===== src/rtl/mem_pkg.sv =====
// Shared encodings and decode helpers for the byte-serial memory-access stage.
package mem_pkg;

    typedef enum logic [3:0] {
        MEMOP_NONE = 4'd0,
        MEMOP_LB   = 4'd1,
        MEMOP_LH   = 4'd2,
        MEMOP_LW   = 4'd3,
        MEMOP_LBU  = 4'd4,
        MEMOP_LHU  = 4'd5,
        MEMOP_SB   = 4'd6,
        MEMOP_SH   = 4'd7,
        MEMOP_SW   = 4'd8
    } memop_e;

    typedef enum logic [1:0] {
        ST_IDLE   = 2'd0,
        ST_ACCESS = 2'd1,
        ST_DONE   = 2'd2
    } state_e;

    function automatic logic [2:0] memop_nbytes(input logic [3:0] op);
        logic [2:0] n;
        n = 3'd0;
        case (op)
            MEMOP_LB, MEMOP_LBU, MEMOP_SB: n = 3'd1;
            MEMOP_LH, MEMOP_LHU, MEMOP_SH: n = 3'd2;
            MEMOP_LW, MEMOP_SW:            n = 3'd4;
            default:                       n = 3'd0;
        endcase
        return n;
    endfunction

    function automatic logic memop_is_store(input logic [3:0] op);
        return (op == MEMOP_SB) || (op == MEMOP_SH) || (op == MEMOP_SW);
    endfunction

    // Unknown codes decode to zero bytes and so behave exactly like NONE.
    function automatic logic memop_is_mem(input logic [3:0] op);
        return memop_nbytes(op) != 3'd0;
    endfunction

    function automatic logic memop_is_signed(input logic [3:0] op);
        return (op == MEMOP_LB) || (op == MEMOP_LH);
    endfunction

    function automatic logic memop_misaligned(input logic [3:0] op, input logic [1:0] addr_lo);
        logic [2:0] n;
        n = memop_nbytes(op);
        return ((n == 3'd2) && addr_lo[0]) || ((n == 3'd4) && (addr_lo != 2'b00));
    endfunction

endpackage


===== src/rtl/mem_load_ext.sv =====
// Load write-back formatter: picks byte/half/word from the assembly buffer and extends it.
module mem_load_ext
    import mem_pkg::*;
(
    input  logic [31:0] lanes_i,
    input  logic [2:0]  nbytes_i,
    input  logic        signed_i,
    output logic [31:0] wdata_o
);

    always_comb begin
        wdata_o = lanes_i;
        case (nbytes_i)
            3'd1:    wdata_o = {{24{signed_i & lanes_i[7]}}, lanes_i[7:0]};
            3'd2:    wdata_o = {{16{signed_i & lanes_i[15]}}, lanes_i[15:0]};
            default: wdata_o = lanes_i;
        endcase
    end

endmodule


===== src/rtl/mem_stage.sv =====
// MEM stage: runs loads/stores as byte transactions on a byte-wide port, stalling upstream meanwhile.
// Optional MEM_ALIGN_CHECK_EN rejects misaligned half/word accesses with a one-cycle misalign pulse.
//
// state  | meaning
// IDLE   | pass ALU results through; a memory op latches and starts
// ACCESS | issue bytes and (for loads) collect returned bytes
// DONE   | one cycle of write-back, stall released
module mem_stage
    import mem_pkg::*;
#(
    parameter int ADDR_W = 32,
    parameter int DATA_W = 32
) (
    input  logic              clk,
    input  logic              rst,
    input  logic [4:0]        ex_wd,
    input  logic              ex_wreg,
    input  logic [DATA_W-1:0] ex_wdata,
    input  logic [3:0]        ex_memop,
    input  logic [ADDR_W-1:0] ex_mem_addr,
    input  logic [DATA_W-1:0] ex_store_data,
    output logic              mem_req,
    input  logic              mem_gnt,
    output logic              mem_we,
    output logic [ADDR_W-1:0] mem_a,
    output logic [7:0]        mem_dout,
    input  logic [7:0]        mem_din,
`ifdef MEM_ALIGN_CHECK_EN
    output logic              misalign,
`endif
    output logic              stall_req,
    output logic [4:0]        o_wd,
    output logic              o_wreg,
    output logic [DATA_W-1:0] o_wdata
);

    state_e            state_q, state_d;
    logic [3:0]        op_q;
    logic [ADDR_W-1:0] addr_q;
    logic [DATA_W-1:0] store_q;
    logic [4:0]        wd_q;
    logic [2:0]        nbytes_q;
    logic [2:0]        issue_cnt_q;
    logic [2:0]        recv_cnt_q;
    logic              pend_q;
    logic [31:0]       lanes_q;

    logic              ex_is_mem;
    logic              misalign_c;
    logic              req_c;
    logic              grant_c;
    logic [31:0]       ext_wdata;

    mem_load_ext u_load_ext (
        .lanes_i  (lanes_q),
        .nbytes_i (nbytes_q),
        .signed_i (memop_is_signed(op_q)),
        .wdata_o  (ext_wdata)
    );

    assign ex_is_mem = memop_is_mem(ex_memop);
`ifdef MEM_ALIGN_CHECK_EN
    assign misalign_c = ex_is_mem && memop_misaligned(ex_memop, ex_mem_addr[1:0]);
`else
    assign misalign_c = 1'b0;
`endif

    assign req_c   = (state_q == ST_ACCESS) && (issue_cnt_q != nbytes_q);
    assign grant_c = req_c && mem_gnt;

    always_comb begin
        state_d   = state_q;
        mem_req   = 1'b0;
        mem_we    = 1'b0;
        mem_a     = '0;
        mem_dout  = 8'h00;
        stall_req = 1'b0;
        o_wd      = 5'd0;
        o_wreg    = 1'b0;
        o_wdata   = '0;
`ifdef MEM_ALIGN_CHECK_EN
        misalign  = 1'b0;
`endif
        case (state_q)
            ST_IDLE: begin
                if (ex_is_mem && !misalign_c) begin
                    stall_req = 1'b1;
                    state_d   = ST_ACCESS;
                end else if (ex_is_mem) begin
`ifdef MEM_ALIGN_CHECK_EN
                    misalign  = 1'b1;
`endif
                end else begin
                    o_wd    = ex_wd;
                    o_wreg  = ex_wreg;
                    o_wdata = ex_wdata;
                end
            end
            ST_ACCESS: begin
                stall_req = 1'b1;
                mem_req   = req_c;
                mem_we    = memop_is_store(op_q);
                mem_a     = addr_q + ADDR_W'(issue_cnt_q);
                mem_dout  = store_q[{issue_cnt_q[1:0], 3'b000} +: 8];
                if (memop_is_store(op_q)) begin
                    if (grant_c && (issue_cnt_q == nbytes_q - 3'd1)) state_d = ST_DONE;
                end else begin
                    if (pend_q && (recv_cnt_q == nbytes_q - 3'd1)) state_d = ST_DONE;
                end
            end
            ST_DONE: begin
                o_wd    = wd_q;
                state_d = ST_IDLE;
                if (!memop_is_store(op_q)) begin
                    o_wreg  = 1'b1;
                    o_wdata = DATA_W'(ext_wdata);
                end
            end
            default: state_d = ST_IDLE;
        endcase

        // Outputs are held at zero for as long as reset is asserted.
        if (!rst) begin
            mem_req   = 1'b0;
            mem_we    = 1'b0;
            mem_a     = '0;
            mem_dout  = 8'h00;
            stall_req = 1'b0;
            o_wd      = 5'd0;
            o_wreg    = 1'b0;
            o_wdata   = '0;
`ifdef MEM_ALIGN_CHECK_EN
            misalign  = 1'b0;
`endif
        end
    end

    always_ff @(posedge clk) begin
        if (!rst) begin
            state_q     <= ST_IDLE;
            op_q        <= 4'd0;
            addr_q      <= '0;
            store_q     <= '0;
            wd_q        <= 5'd0;
            nbytes_q    <= 3'd0;
            issue_cnt_q <= 3'd0;
            recv_cnt_q  <= 3'd0;
            pend_q      <= 1'b0;
            lanes_q     <= 32'd0;
        end else begin
            state_q <= state_d;
            if ((state_q == ST_IDLE) && (state_d == ST_ACCESS)) begin
                op_q        <= ex_memop;
                addr_q      <= ex_mem_addr;
                store_q     <= ex_store_data;
                wd_q        <= ex_wd;
                nbytes_q    <= memop_nbytes(ex_memop);
                issue_cnt_q <= 3'd0;
                recv_cnt_q  <= 3'd0;
                pend_q      <= 1'b0;
                lanes_q     <= 32'd0;
            end else if (state_q == ST_ACCESS) begin
                if (grant_c) issue_cnt_q <= issue_cnt_q + 3'd1;
                // Read data follows its grant by one cycle and arrives in issue order.
                pend_q <= grant_c && !memop_is_store(op_q);
                if (pend_q) begin
                    lanes_q[{recv_cnt_q[1:0], 3'b000} +: 8] <= mem_din;
                    recv_cnt_q <= recv_cnt_q + 3'd1;
                end
            end
        end
    end

endmodule


===== config.mk =====
export PLATFORM = sky130hd
export DESIGN_NAME = mem_stage
export DESIGN_NICKNAME = d
export VERILOG_FILES = /design/src/rtl/mem_pkg.sv /design/src/rtl/mem_load_ext.sv /design/src/rtl/mem_stage.sv
export SDC_FILE = /design/constraint.sdc
export NUM_CORES = 1
export LEC_CHECK = 0
export BUFFER_PORTS_ARGS = -buffer_cell sky130_fd_sc_hd__buf_4
export CAP_MARGIN = 10
export CORE_MARGIN = 2
export CORE_UTILIZATION = 39
export CTS_CLUSTER_SIZE = 14
export DETAILED_ROUTE_END_ITERATION = 10
export GPL_ROUTABILITY_DRIVEN = 0
export PLACE_DENSITY_LB_ADDON = 0.2
export SLEW_MARGIN = 20
export SYNTH_ARGS = -nofsm -noshare
export SYNTH_HDL_FRONTEND = slang
export SYNTH_SLANG_ARGS = --single-unit

===== constraint.sdc =====
create_clock -name clk -period 3.8 [get_ports clk]
set_input_delay 0.95 -clock clk [delete_from_list [all_inputs] [get_ports clk]]
set_output_delay 0.95 -clock clk [all_outputs]
set_load 0.01 [all_outputs]

==> impl_metrics.env, run 1 <==
export IMPL_numPortBuffers=197
export IMPL_worstSetupPathType="reg2out"
export IMPL_path_cells="ha_1 > inv_1 > fa_2 > nand2b_4 > a2111o_1 > or3_4 > a21oi_2 > buf_4"
export IMPL_min_delay_path_depth=2
export IMPL_start_util_pct=39.6
export IMPL_path_buf_inv=2
export IMPL_cts_clk_slew_worst_paths_ns=0.06
export IMPL_drive_gt1_share_pct=32.7
export IMPL_viasPerCell=5.02
export IMPL_area_growth_pct=32.6
export IMPL_leakage_nw=3.45
export IMPL_fmax_mhz=274
export IMPL_grt_max_degree=74
export IMPL_cpPeakStageDelay_ns=0.51
export IMPL_slew_violations=0
export IMPL_synth_compound_area_share_pct=22.0
export IMPL_synth_edf_count=0
export IMPL_ys_seq_area_share_pct=34.4
export IMPL_dr_pass1_iters=5
export IMPL_remaining_drc_errors=0
export IMPL_grt_use_total_pct=20.0
export IMPL_synth_top_family_by_area="simple AND/OR/NAND/NOR gates"
export IMPL_rows=48
export IMPL_hold_buffers=0
export IMPL_die_width_um=136
export IMPL_use_met2_pct=32.1
export IMPL_rsz0062_at_grt="false"
export IMPL_grt_pass1_vias=5935
export IMPL_cts_buffer_depth=2
export IMPL_wl_per_cell_um=14.7
export IMPL_layout_nets=1147
export IMPL_path_depth=8
export IMPL_synth_top_flop_cell="dfxtp_1"
export IMPL_fill_cells=1719
export IMPL_synthAdderAreaFrac_pct=2.68
export IMPL_busiest_layer="met2"
export IMPL_cts_made_buffers=17
export IMPL_p_per_area_mw_per_mm2=382
export IMPL_synth_seq_cells=117
export IMPL_die_area_mm2=0.0185
export IMPL_cpLargestDelayFamily="compound AO/OA/AOI/OAI gates"
export IMPL_synth_xor_area_share_pct=5.02
export IMPL_insertion_delay_ns=0.42
export IMPL_async_reset_ff_share_pct=0
export IMPL_max_slew_margin_rel_pct=37.9
export IMPL_totalPowerFinal_mw=3.45
export IMPL_yosys_warnings=0
export IMPL_r2r_cells=5
export IMPL_min_delay_path_class="reg2reg"
export IMPL_drv_cap=0
export IMPL_antenna_found_initial=0
export IMPL_fin_util_pct=52.5
export IMPL_overflow=0
export IMPL_ff_latch_area_mm2=0.00234
export IMPL_synth_nets=973
export IMPL_tightest_slew_ns=0.930
export IMPL_fin_setup_tns_ns=0
export IMPL_clkSinkCount=117
export IMPL_required_ns=2.85
export IMPL_critPathMaxFanout=7
export IMPL_period_share_pct=96.0
export IMPL_vias=6293
export IMPL_tritoncts="yes"
export IMPL_synth_cells=842
export IMPL_synth_area_mm2=0.00681
export IMPL_die_h_um=136
export IMPL_worstPathArrival_ns=2.70
export IMPL_setup_viol=0
export IMPL_synth_simple_area_share_pct=27.4
export IMPL_critical_path_startpoint_type="register"
export IMPL_synth_avg_cell_area_um2=8.09
export IMPL_grt_util_met3_pct=4.47
export IMPL_grtUsageMet1_pct=26.6
export IMPL_diodes=0
export IMPL_routed_wl_um=18500
export IMPL_ys_types=52
export IMPL_drt_first_iter_violations=334
export IMPL_status="complete, no violations"
export IMPL_num_io_pins=198
export IMPL_crit_path_top_delay_cell="a2111o_1"
export IMPL_fin_crit_ns=3.65
export IMPL_cts_root_buf="clkbuf_16"
export IMPL_place_detailed_hpwl_um=13300
export IMPL_skew_ns=0.00760
export IMPL_vdd_drop_max_uv=293
export IMPL_ant_nets=0
export IMPL_multiInputGateArea_mm2=0.00412
export IMPL_hold_viol_final=0
export IMPL_end_kind="primary output"
export IMPL_coreArea_mm2=0.0172
export IMPL_htreeDepth=4
export IMPL_grt_pass1_wl_um=29200
export IMPL_synthMuxAreaShare_pct=2.94
[metal layers]
metal | wire length (um) | vias to the layer above | share of wire, %
met5 | 0 | - | 0
met4 | 292 | 0 | 1.6
met3 | 872 | 18 | 4.7
met2 | 8630 | 139 | 47
met1 | 8680 | 2909 | 47
li1 | - | 3227 | -
[worst paths after layout]
kind | start | endpoint | slack, ns
setup / recovery | issue_cnt_q[0]$_SDFFE_PP0P_ | mem_a[26] | 0.15
setup reg to reg | recv_cnt_q[0]$_SDFFE_PP0P_ | lanes_q[0]$_SDFFE_PP0P_ | 1.44
hold reg to reg | lanes_q[31]$_SDFFE_PP0P_ | lanes_q[31]$_SDFFE_PP0P_ | 0.45
hold / removal | lanes_q[31]$_SDFFE_PP0P_ | lanes_q[31]$_SDFFE_PP0P_ | 0.45
[repair_timing]
item                                    in CTS  in global routing
resized for setup                            0                  5
endpoints found under the setup margin       0                  2
setup buffers                                0                  0
[kinds of logic (layout without fill, tap and decap cells)]
group | after synthesis | after routing
AOI/OAI and AO/OA | 179 | 179
xor gates and xnor gates | 39 | 39
muxes | 10 | 10
buffers and inverters | 73 | 260
and+or+nand+nor | 410 | 410
DFF | 117 | 117
adders and majority gates | 14 | 14
[power breakdown]
group | leakage (nW) | switching, mW | internal [mW] | total [mW]
Clock | 0.282 | 0.591 | 1.07 | 1.66
Combinational | 2.21 | 0.239 | 0.228 | 0.467
Sequential | 0.954 | 0.0461 | 1.28 | 1.33
[cell usage in the layout (no fill, tap or decap), drive strengths merged, types with 3 or more instances in the layout]
| cell type | Yosys | routed |
|---|---|---|
| nand2 | 201 | 201 |
| nor2 | 85 | 85 |
| xnor2 | 21 | 21 |
| nor3 | 13 | 13 |
| buf | 29 | 215 |
| clkinvlp | 0 | 5 |
| dfxtp | 117 | 117 |
| mux4 | 8 | 8 |
| bufinv | 0 | 3 |
| a21oi | 53 | 53 |
| nand3b | 7 | 7 |
| nand4 | 8 | 8 |
| a22oi | 16 | 16 |
| clkbuf | 31 | 21 |
| ha | 13 | 13 |
| a2bb2oi | 7 | 7 |
| a21boi | 74 | 74 |
| nor3b | 5 | 5 |
| a31oi | 3 | 3 |
| and2 | 7 | 7 |
| or3 | 5 | 5 |
| xor2 | 18 | 18 |
| and3 | 19 | 19 |
| nor2b | 7 | 7 |
| nand3 | 36 | 36 |
| inv | 13 | 14 |
| o2bb2ai | 16 | 16 |
| o21ai | 4 | 4 |
| nand2b | 6 | 6 |
[area by class of cell]
class / count / share of cell area (%)
clock inverters: 11 / 1.66
inverters: 13 / 0.541
clock buffers: 21 / 5.10
multi-input cells: 652 / 45.6
well taps: 225 / 3.12
repair buffers: 215 / 18.0
flip-flops and latches: 117 / 25.9
[Yosys cell counts (8+ instances only)]
master / n / area, um2
nand2_1: 201 / 754
dfxtp_1: 117 / 2340
nor2_1: 85 / 319
a21boi_2: 70 / 788
a21oi_1: 52 / 260
nand3_1: 35 / 175
clkbuf_1: 31 / 116
xnor2_1: 21 / 184
and3_1: 19 / 119
xor2_1: 18 / 158
a22oi_1: 16 / 120
o2bb2ai_1: 16 / 140
ha_1: 13 / 163
inv_1: 13 / 48.8
buf_2: 12 / 60.1
nor3_1: 11 / 55.1
buf_6: 10 / 113
mux4_2: 8 / 180
nand4_1: 8 / 50.1
[worst reg2reg max path, delay by kind of cell (launching register included)]
kind                     cells  cell delay, ns
adder cells (fa/ha/maj)      1            0.40
buffers and inverters        1            0.19
AND/OR/NAND/NOR              2            1.01
AO/OA/AOI/OAI                1            0.18
flip-flops                   1            0.52
[stage by stage]
stage,cell area [um2],instances,setup WS [ns],hold WS [ns]
3_3_place_gp,8390,1222,0.358,0.441
2_1_floorplan,6810,842,0.415,0.431
5_1_grt,9030,1254,0.0544,0.473
3_5_place_dp,8390,1222,0.327,0.447
6_report,9030,1254,0.153,0.453
4_1_cts,9000,1254,0.0489,0.455
[state kept, by name (all words and copies together) (netlist names)]
register     flops
state_q          2
addr_q          32
issue_cnt_q      3
store_q         32
recv_cnt_q       3
wd_q             5
pend_q           1
lanes_q         32
nbytes_q         3
op_q             4
Power figures use the tool's default switching activity.
==> run 2, diff against run 1 <==
==> constraint.sdc (replaced) <==
create_clock -name clk -period 4.5 [get_ports clk]
set_input_delay 1.125 -clock clk [delete_from_list [all_inputs] [get_ports clk]]
set_output_delay 1.125 -clock clk [all_outputs]
set_load 0.01 [all_outputs]
==> impl_metrics.env, run 2 (synthesis results as in run 1) <==
export IMPL_status="complete, no violations"
export IMPL_fmax_mhz=254
export IMPL_reg_top3="addr_q (32), lanes_q (32), store_q (32)"
export IMPL_diodes=0
export IMPL_rows=48
export IMPL_ant_nets=0
export IMPL_grt_max_degree=70
export IMPL_place_inst=1216
export IMPL_cts_root_buf="clkbuf_16"
export IMPL_start_util_pct=39.6
export IMPL_r2r_cells=5
export IMPL_hold_buffers=0
export IMPL_period_share_pct=87.5
export IMPL_max_slew_margin_rel_pct=32.8
export IMPL_die_area_mm2=0.0185
export IMPL_min_delay_path_class="reg2reg"
export IMPL_cts_clk_slew_worst_paths_ns=0.05
export IMPL_place_detailed_hpwl_um=13300
export IMPL_leakage_nw=3.42
export IMPL_reg2reg_from="recv_cnt_q[0]$_SDFFE_PP0P_"
export IMPL_cts_setup_buffers=0
export IMPL_layout_nets=1141
export IMPL_fin_crit_ns=3.94
export IMPL_reg2reg_slack_ns=2.08
export IMPL_min_delay_path_depth=2
export IMPL_insertion_delay_ns=0.42
export IMPL_slew_violations=0
export IMPL_drive_gt1_share_pct=31.6
export IMPL_coreArea_mm2=0.0172
export IMPL_viasPerCell=5.05
export IMPL_worstSetupPathType="reg2out"
export IMPL_p_per_area_mw_per_mm2=327
export IMPL_whs_ns=0.453
export IMPL_skew_ns=0.00870
export IMPL_num_io_pins=198
export IMPL_fill_cells=1680
export IMPL_tritoncts="yes"
export IMPL_crit_start="issue_cnt_q[1]$_SDFFE_PP0P_"
export IMPL_setup_viol=0
export IMPL_vias=6301
export IMPL_hold_viol_final=0
export IMPL_cts_made_buffers=17
export IMPL_cts_buffer_depth=2
export IMPL_mostFrequentLayoutCell="buf_4"
export IMPL_remaining_drc_errors=0
export IMPL_grt_pass1_wl_um=29700
export IMPL_die_width_um=136
export IMPL_worstPathArrival_ns=2.81
export IMPL_htreeDepth=4
export IMPL_clkSinkCount=117
export IMPL_r2r_end="lanes_q[1]$_SDFFE_PP0P_"
export IMPL_dr_pass1_iters=4
export IMPL_rsz0062_at_grt="false"
export IMPL_area_growth_pct=31.7
export IMPL_grt_pass1_vias=5846
export IMPL_die_h_um=136
export IMPL_cts_resized=0
export IMPL_required_ns=3.38
export IMPL_hp_start="lanes_q[31]$_SDFFE_PP0P_"
export IMPL_fin_util_pct=52.2
export IMPL_overflow=0
export IMPL_numPortBuffers=197
export IMPL_critPathMaxFanout=10
export IMPL_cp_endpoint="mem_a[27]"
export IMPL_grt_use_total_pct=20.2
export IMPL_final_cell_mix="buf_4, nand2_1, dfxtp_1, nor2_1, a21boi_2"
export IMPL_drv_cap=0
export IMPL_vdd_drop_max_uv=241
export IMPL_drt_first_iter_violations=301
export IMPL_tightest_slew_ns=1.01
export IMPL_fin_setup_tns_ns=0
export IMPL_stdcell_count=1248
export IMPL_critical_path_startpoint_type="register"
export IMPL_wl_per_cell_um=14.9
export IMPL_antenna_found_initial=0
export IMPL_routed_wl_um=18600
export IMPL_end_kind="primary output"
run 2: worst min-delay path by stage:
stage	end	slack, ns
after detailed placement	lanes_q[31]$_SDFFE_PP0P_	0.44
after CTS	lanes_q[31]$_SDFFE_PP0P_	0.45
after global routing	lanes_q[21]$_SDFFE_PP0P_	0.47
after global placement	lanes_q[20]$_SDFFE_PP0P_	0.44
after floorplan	lanes_q[2]$_SDFFE_PP0P_	0.43
final	lanes_q[31]$_SDFFE_PP0P_	0.45
run 2: layout make-up:
class	count	area, um2	share of cell area, %
Clock buffer	23	468	5.22
Clock inverter	9	150	1.67
Inverter	13	48.8	0.544
Multi-Input combinational cell	652	4090	45.7
Sequential cell	117	2340	26.1
Tap cell	225	282	3.14
Timing Repair Buffer	209	1580	17.6
run 2: layer usage:
| layer | up-vias | global-route usage [%] | share of wire [%] |
|---|---|---|---|
| li1 | 3209 | - | - |
| met4 | 0 | 7.23 | 1.9 |
| met5 | - | 0 | 0 |
| met3 | 25 | 4.36 | 5.0 |
| met2 | 149 | 32.0 | 47 |
| met1 | 2918 | 27.1 | 47 |
run 2: critical path, cell delays in order, from the launching register on:
cell and delay, ns:
dfxtp_1 0.36, buf_4 0.22, ha_1 0.28, nand3_1 0.09, a21oi_2 0.44, nand2_1 0.24
or3_1 0.41, mux2i_1 0.20, buf_4 0.15
run 2: per-stage QoR:
| step | cell area, um2 | setup WS [ns] | power, mW |
|---|---|---|---|
| floorplan | 6810 | 0.767 | 1.38 |
| global route | 8960 | 0.398 | 3.05 |
| detailed placement | 8350 | 0.678 | 1.54 |
| global placement | 8350 | 0.679 | 1.54 |
| CTS | 8960 | 0.539 | 2.97 |
| finish | 8960 | 0.562 | 2.93 |
run 2: power breakdown:
| group | internal [mW] | switching [mW] | total (mW) |
|---|---|---|---|
| sequential | 1.08 | 0.0403 | 1.12 |
| combinational | 0.191 | 0.201 | 0.391 |
| clock | 0.952 | 0.468 | 1.42 |
==> run 3, diff against run 2 <==
--- a/config.mk
+++ b/config.mk
@@ -7,7 +7,7 @@
 export LEC_CHECK = 0
 export BUFFER_PORTS_ARGS = -buffer_cell sky130_fd_sc_hd__buf_4
 export CAP_MARGIN = 10
-export CORE_MARGIN = 2
+export CORE_MARGIN = 10
 export CORE_UTILIZATION = 39
 export CTS_CLUSTER_SIZE = 14
 export DETAILED_ROUTE_END_ITERATION = 10
==> constraint.sdc (replaced) <==
create_clock -name clk -period 4.5 [get_ports clk]
set_input_delay 0.225 -clock clk [delete_from_list [all_inputs] [get_ports clk]]
set_output_delay 0.225 -clock clk [all_outputs]
set_load 0.01 [all_outputs]
==> impl_metrics.env, run 3 (synthesis results as in run 1) <==
export IMPL_status="complete, no violations"
export IMPL_path_depth=7
export IMPL_tightest_slew_ns=1.02
export IMPL_vias=6354
export IMPL_critical_path_startpoint_type="register"
export IMPL_overflow=0
export IMPL_fin_setup_tns_ns=0
export IMPL_wl_per_cell_um=16.3
export IMPL_die_area_mm2=0.0231
export IMPL_swShare_pct=24.3
export IMPL_die_width_um=152
export IMPL_numPortBuffers=197
export IMPL_dr_pass1_iters=5
export IMPL_insertion_delay_ns=0.42
export IMPL_fin_util_pct=52.2
export IMPL_max_slew_margin_rel_pct=31.7
export IMPL_tritoncts="yes"
export IMPL_fin_crit_ns=3.38
export IMPL_cpLargestDelayFamily="flip-flops"
export IMPL_reg2reg_slack_ns=2.03
export IMPL_skew_ns=0.00993
export IMPL_grt_use_total_pct=16.9
export IMPL_grt_max_degree=93
export IMPL_dp_slack_ns=1.57
export IMPL_finalWorstSetupSlack_ns=1.12
export IMPL_r2r_cells=5
export IMPL_fmax_mhz=296
export IMPL_grt_pass1_wl_um=32500
export IMPL_reg_top3="addr_q (32), lanes_q (32), store_q (32)"
export IMPL_start_util_pct=39.6
export IMPL_routed_wl_um=20300
export IMPL_path_buf_inv=2
export IMPL_pwr_share_comb_pct=13.0
export IMPL_cts_root_buf="clkbuf_16"
export IMPL_hold_buffers=0
export IMPL_cts_clk_slew_worst_paths_ns=0.05
export IMPL_worstSetupPathType="reg2out"
export IMPL_place_detailed_hpwl_um=14900
export IMPL_viasPerCell=5.11
export IMPL_cts_made_buffers=17
export IMPL_drive_gt1_share_pct=31.6
export IMPL_leakage_nw=3.41
export IMPL_drt_first_iter_violations=312
export IMPL_cts_resized=0
export IMPL_drv_cap=0
export IMPL_end_kind="primary output"
export IMPL_rows=48
export IMPL_cp_endpoint="mem_a[26]"
export IMPL_required_ns=4.28
export IMPL_antenna_found_initial=0
export IMPL_htreeDepth=4
export IMPL_reg2reg_from="state_q[0]$_SDFF_PN0_"
export IMPL_die_h_um=152
export IMPL_remaining_drc_errors=0
export IMPL_coreArea_mm2=0.0172
export IMPL_internal_power_mw=2.28
export IMPL_critPathMaxFanout=13
export IMPL_p_per_area_mw_per_mm2=336
export IMPL_worstPathArrival_ns=3.15
export IMPL_ant_nets=0
export IMPL_final_cell_mix="buf_4, nand2_1, dfxtp_1, nor2_1, a21boi_2"
export IMPL_r2r_end="lanes_q[10]$_SDFFE_PP0P_"
export IMPL_layout_nets=1137
export IMPL_cts_buffer_depth=2
export IMPL_mostFrequentLayoutCell="buf_4"
export IMPL_crit_path_top_delay_cell="dfxtp_1"
export IMPL_grt_pass1_vias=6248
export IMPL_hold_viol_final=0
export IMPL_rsz0062_at_grt="false"
export IMPL_p_switching_mw=0.734
export IMPL_p_clk_share_pct=49.8
export IMPL_cts_setup_buffers=0
export IMPL_crit_start="issue_cnt_q[1]$_SDFFE_PP0P_"
export IMPL_seqPwrFrac_pct=37.3
export IMPL_totalPowerFinal_mw=3.01
export IMPL_diodes=0
export IMPL_min_delay_path_class="in2reg"
export IMPL_clkSinkCount=117
export IMPL_path_cells="inv_1 > fa_1 > nand2b_1 > a2111o_1 > or3_1 > a21oi_1 > buf_4"
export IMPL_slew_violations=0
export IMPL_setup_viol=0
export IMPL_vdd_drop_max_uv=241
export IMPL_num_io_pins=198
export IMPL_period_share_pct=75.1
export IMPL_area_growth_pct=31.6
export IMPL_cpPeakStageDelay_ns=0.72
run 3: cell count changes in the layout (fill, tap and decap cells not counted), sizes merged:
cell / change
buf: -4
inv: +1
clkinvlp: +1
clkbuf: -3
bufinv: +1
run 3: worst min path at each step:
stage / start / endpoint / depth (start not counted)
after floorplan: ex_store_data[0] / store_q[0]$_SDFFE_PN0P_ / 2
after global placement: lanes_q[26]$_SDFFE_PP0P_ / lanes_q[26]$_SDFFE_PP0P_ / 2
after detailed placement: lanes_q[16]$_SDFFE_PP0P_ / lanes_q[16]$_SDFFE_PP0P_ / 2
after CTS: ex_mem_addr[11] / addr_q[11]$_SDFFE_PN0P_ / 3
after global routing: ex_store_data[30] / store_q[30]$_SDFFE_PN0P_ / 3
final: ex_store_data[23] / store_q[23]$_SDFFE_PN0P_ / 3
run 3: per-layer routing:
| layer | track usage [%] | wire length (um) | vias up |
|---|---|---|---|
| met2 | 27.7 | 9870 | 147 |
| li1 | - | - | 3204 |
| met5 | 0 | 0 | - |
| met3 | 5.00 | 1140 | 11 |
| met1 | 21.0 | 9110 | 2992 |
| met4 | 5.18 | 199 | 0 |
run 3: layout make-up:
class / instances / area (um2)
clock buffers: 20 / 457
clock inverters: 12 / 200
fillers: 1736 / 8220
inverters: 13 / 48.8
multi-input cells: 652 / 4090
flip-flops and latches: 117 / 2340
well taps: 225 / 282
repair buffers: 205 / 1540
run 3: through the flow:
stage	instance area [um2]	hold WS, ns	instances
after global routing	8960	0.0499	1244
after floorplan	6810	0.370	842
after global placement	8300	0.442	1212
final	8960	0.0617	1244
after detailed placement	8300	0.447	1212
after CTS	8960	0.0442	1244
run 3: power groups by stage:
stage / clock [mW] / sequential [mW] / combinational [mW]
final: 1.50 / 1.12 / 0.391
after global routing: 1.58 / 1.13 / 0.432
after CTS: 1.53 / 1.12 / 0.396
after detailed placement: 0 / 1.14 / 0.395
after global placement: 0 / 1.14 / 0.391
after floorplan: 0 / 1.13 / 0.251
run 3: worst min-delay path, cell delays in order:
cell      delay, ns
buf_4          0.11
nand2_1        0.06
a21boi_2       0.04
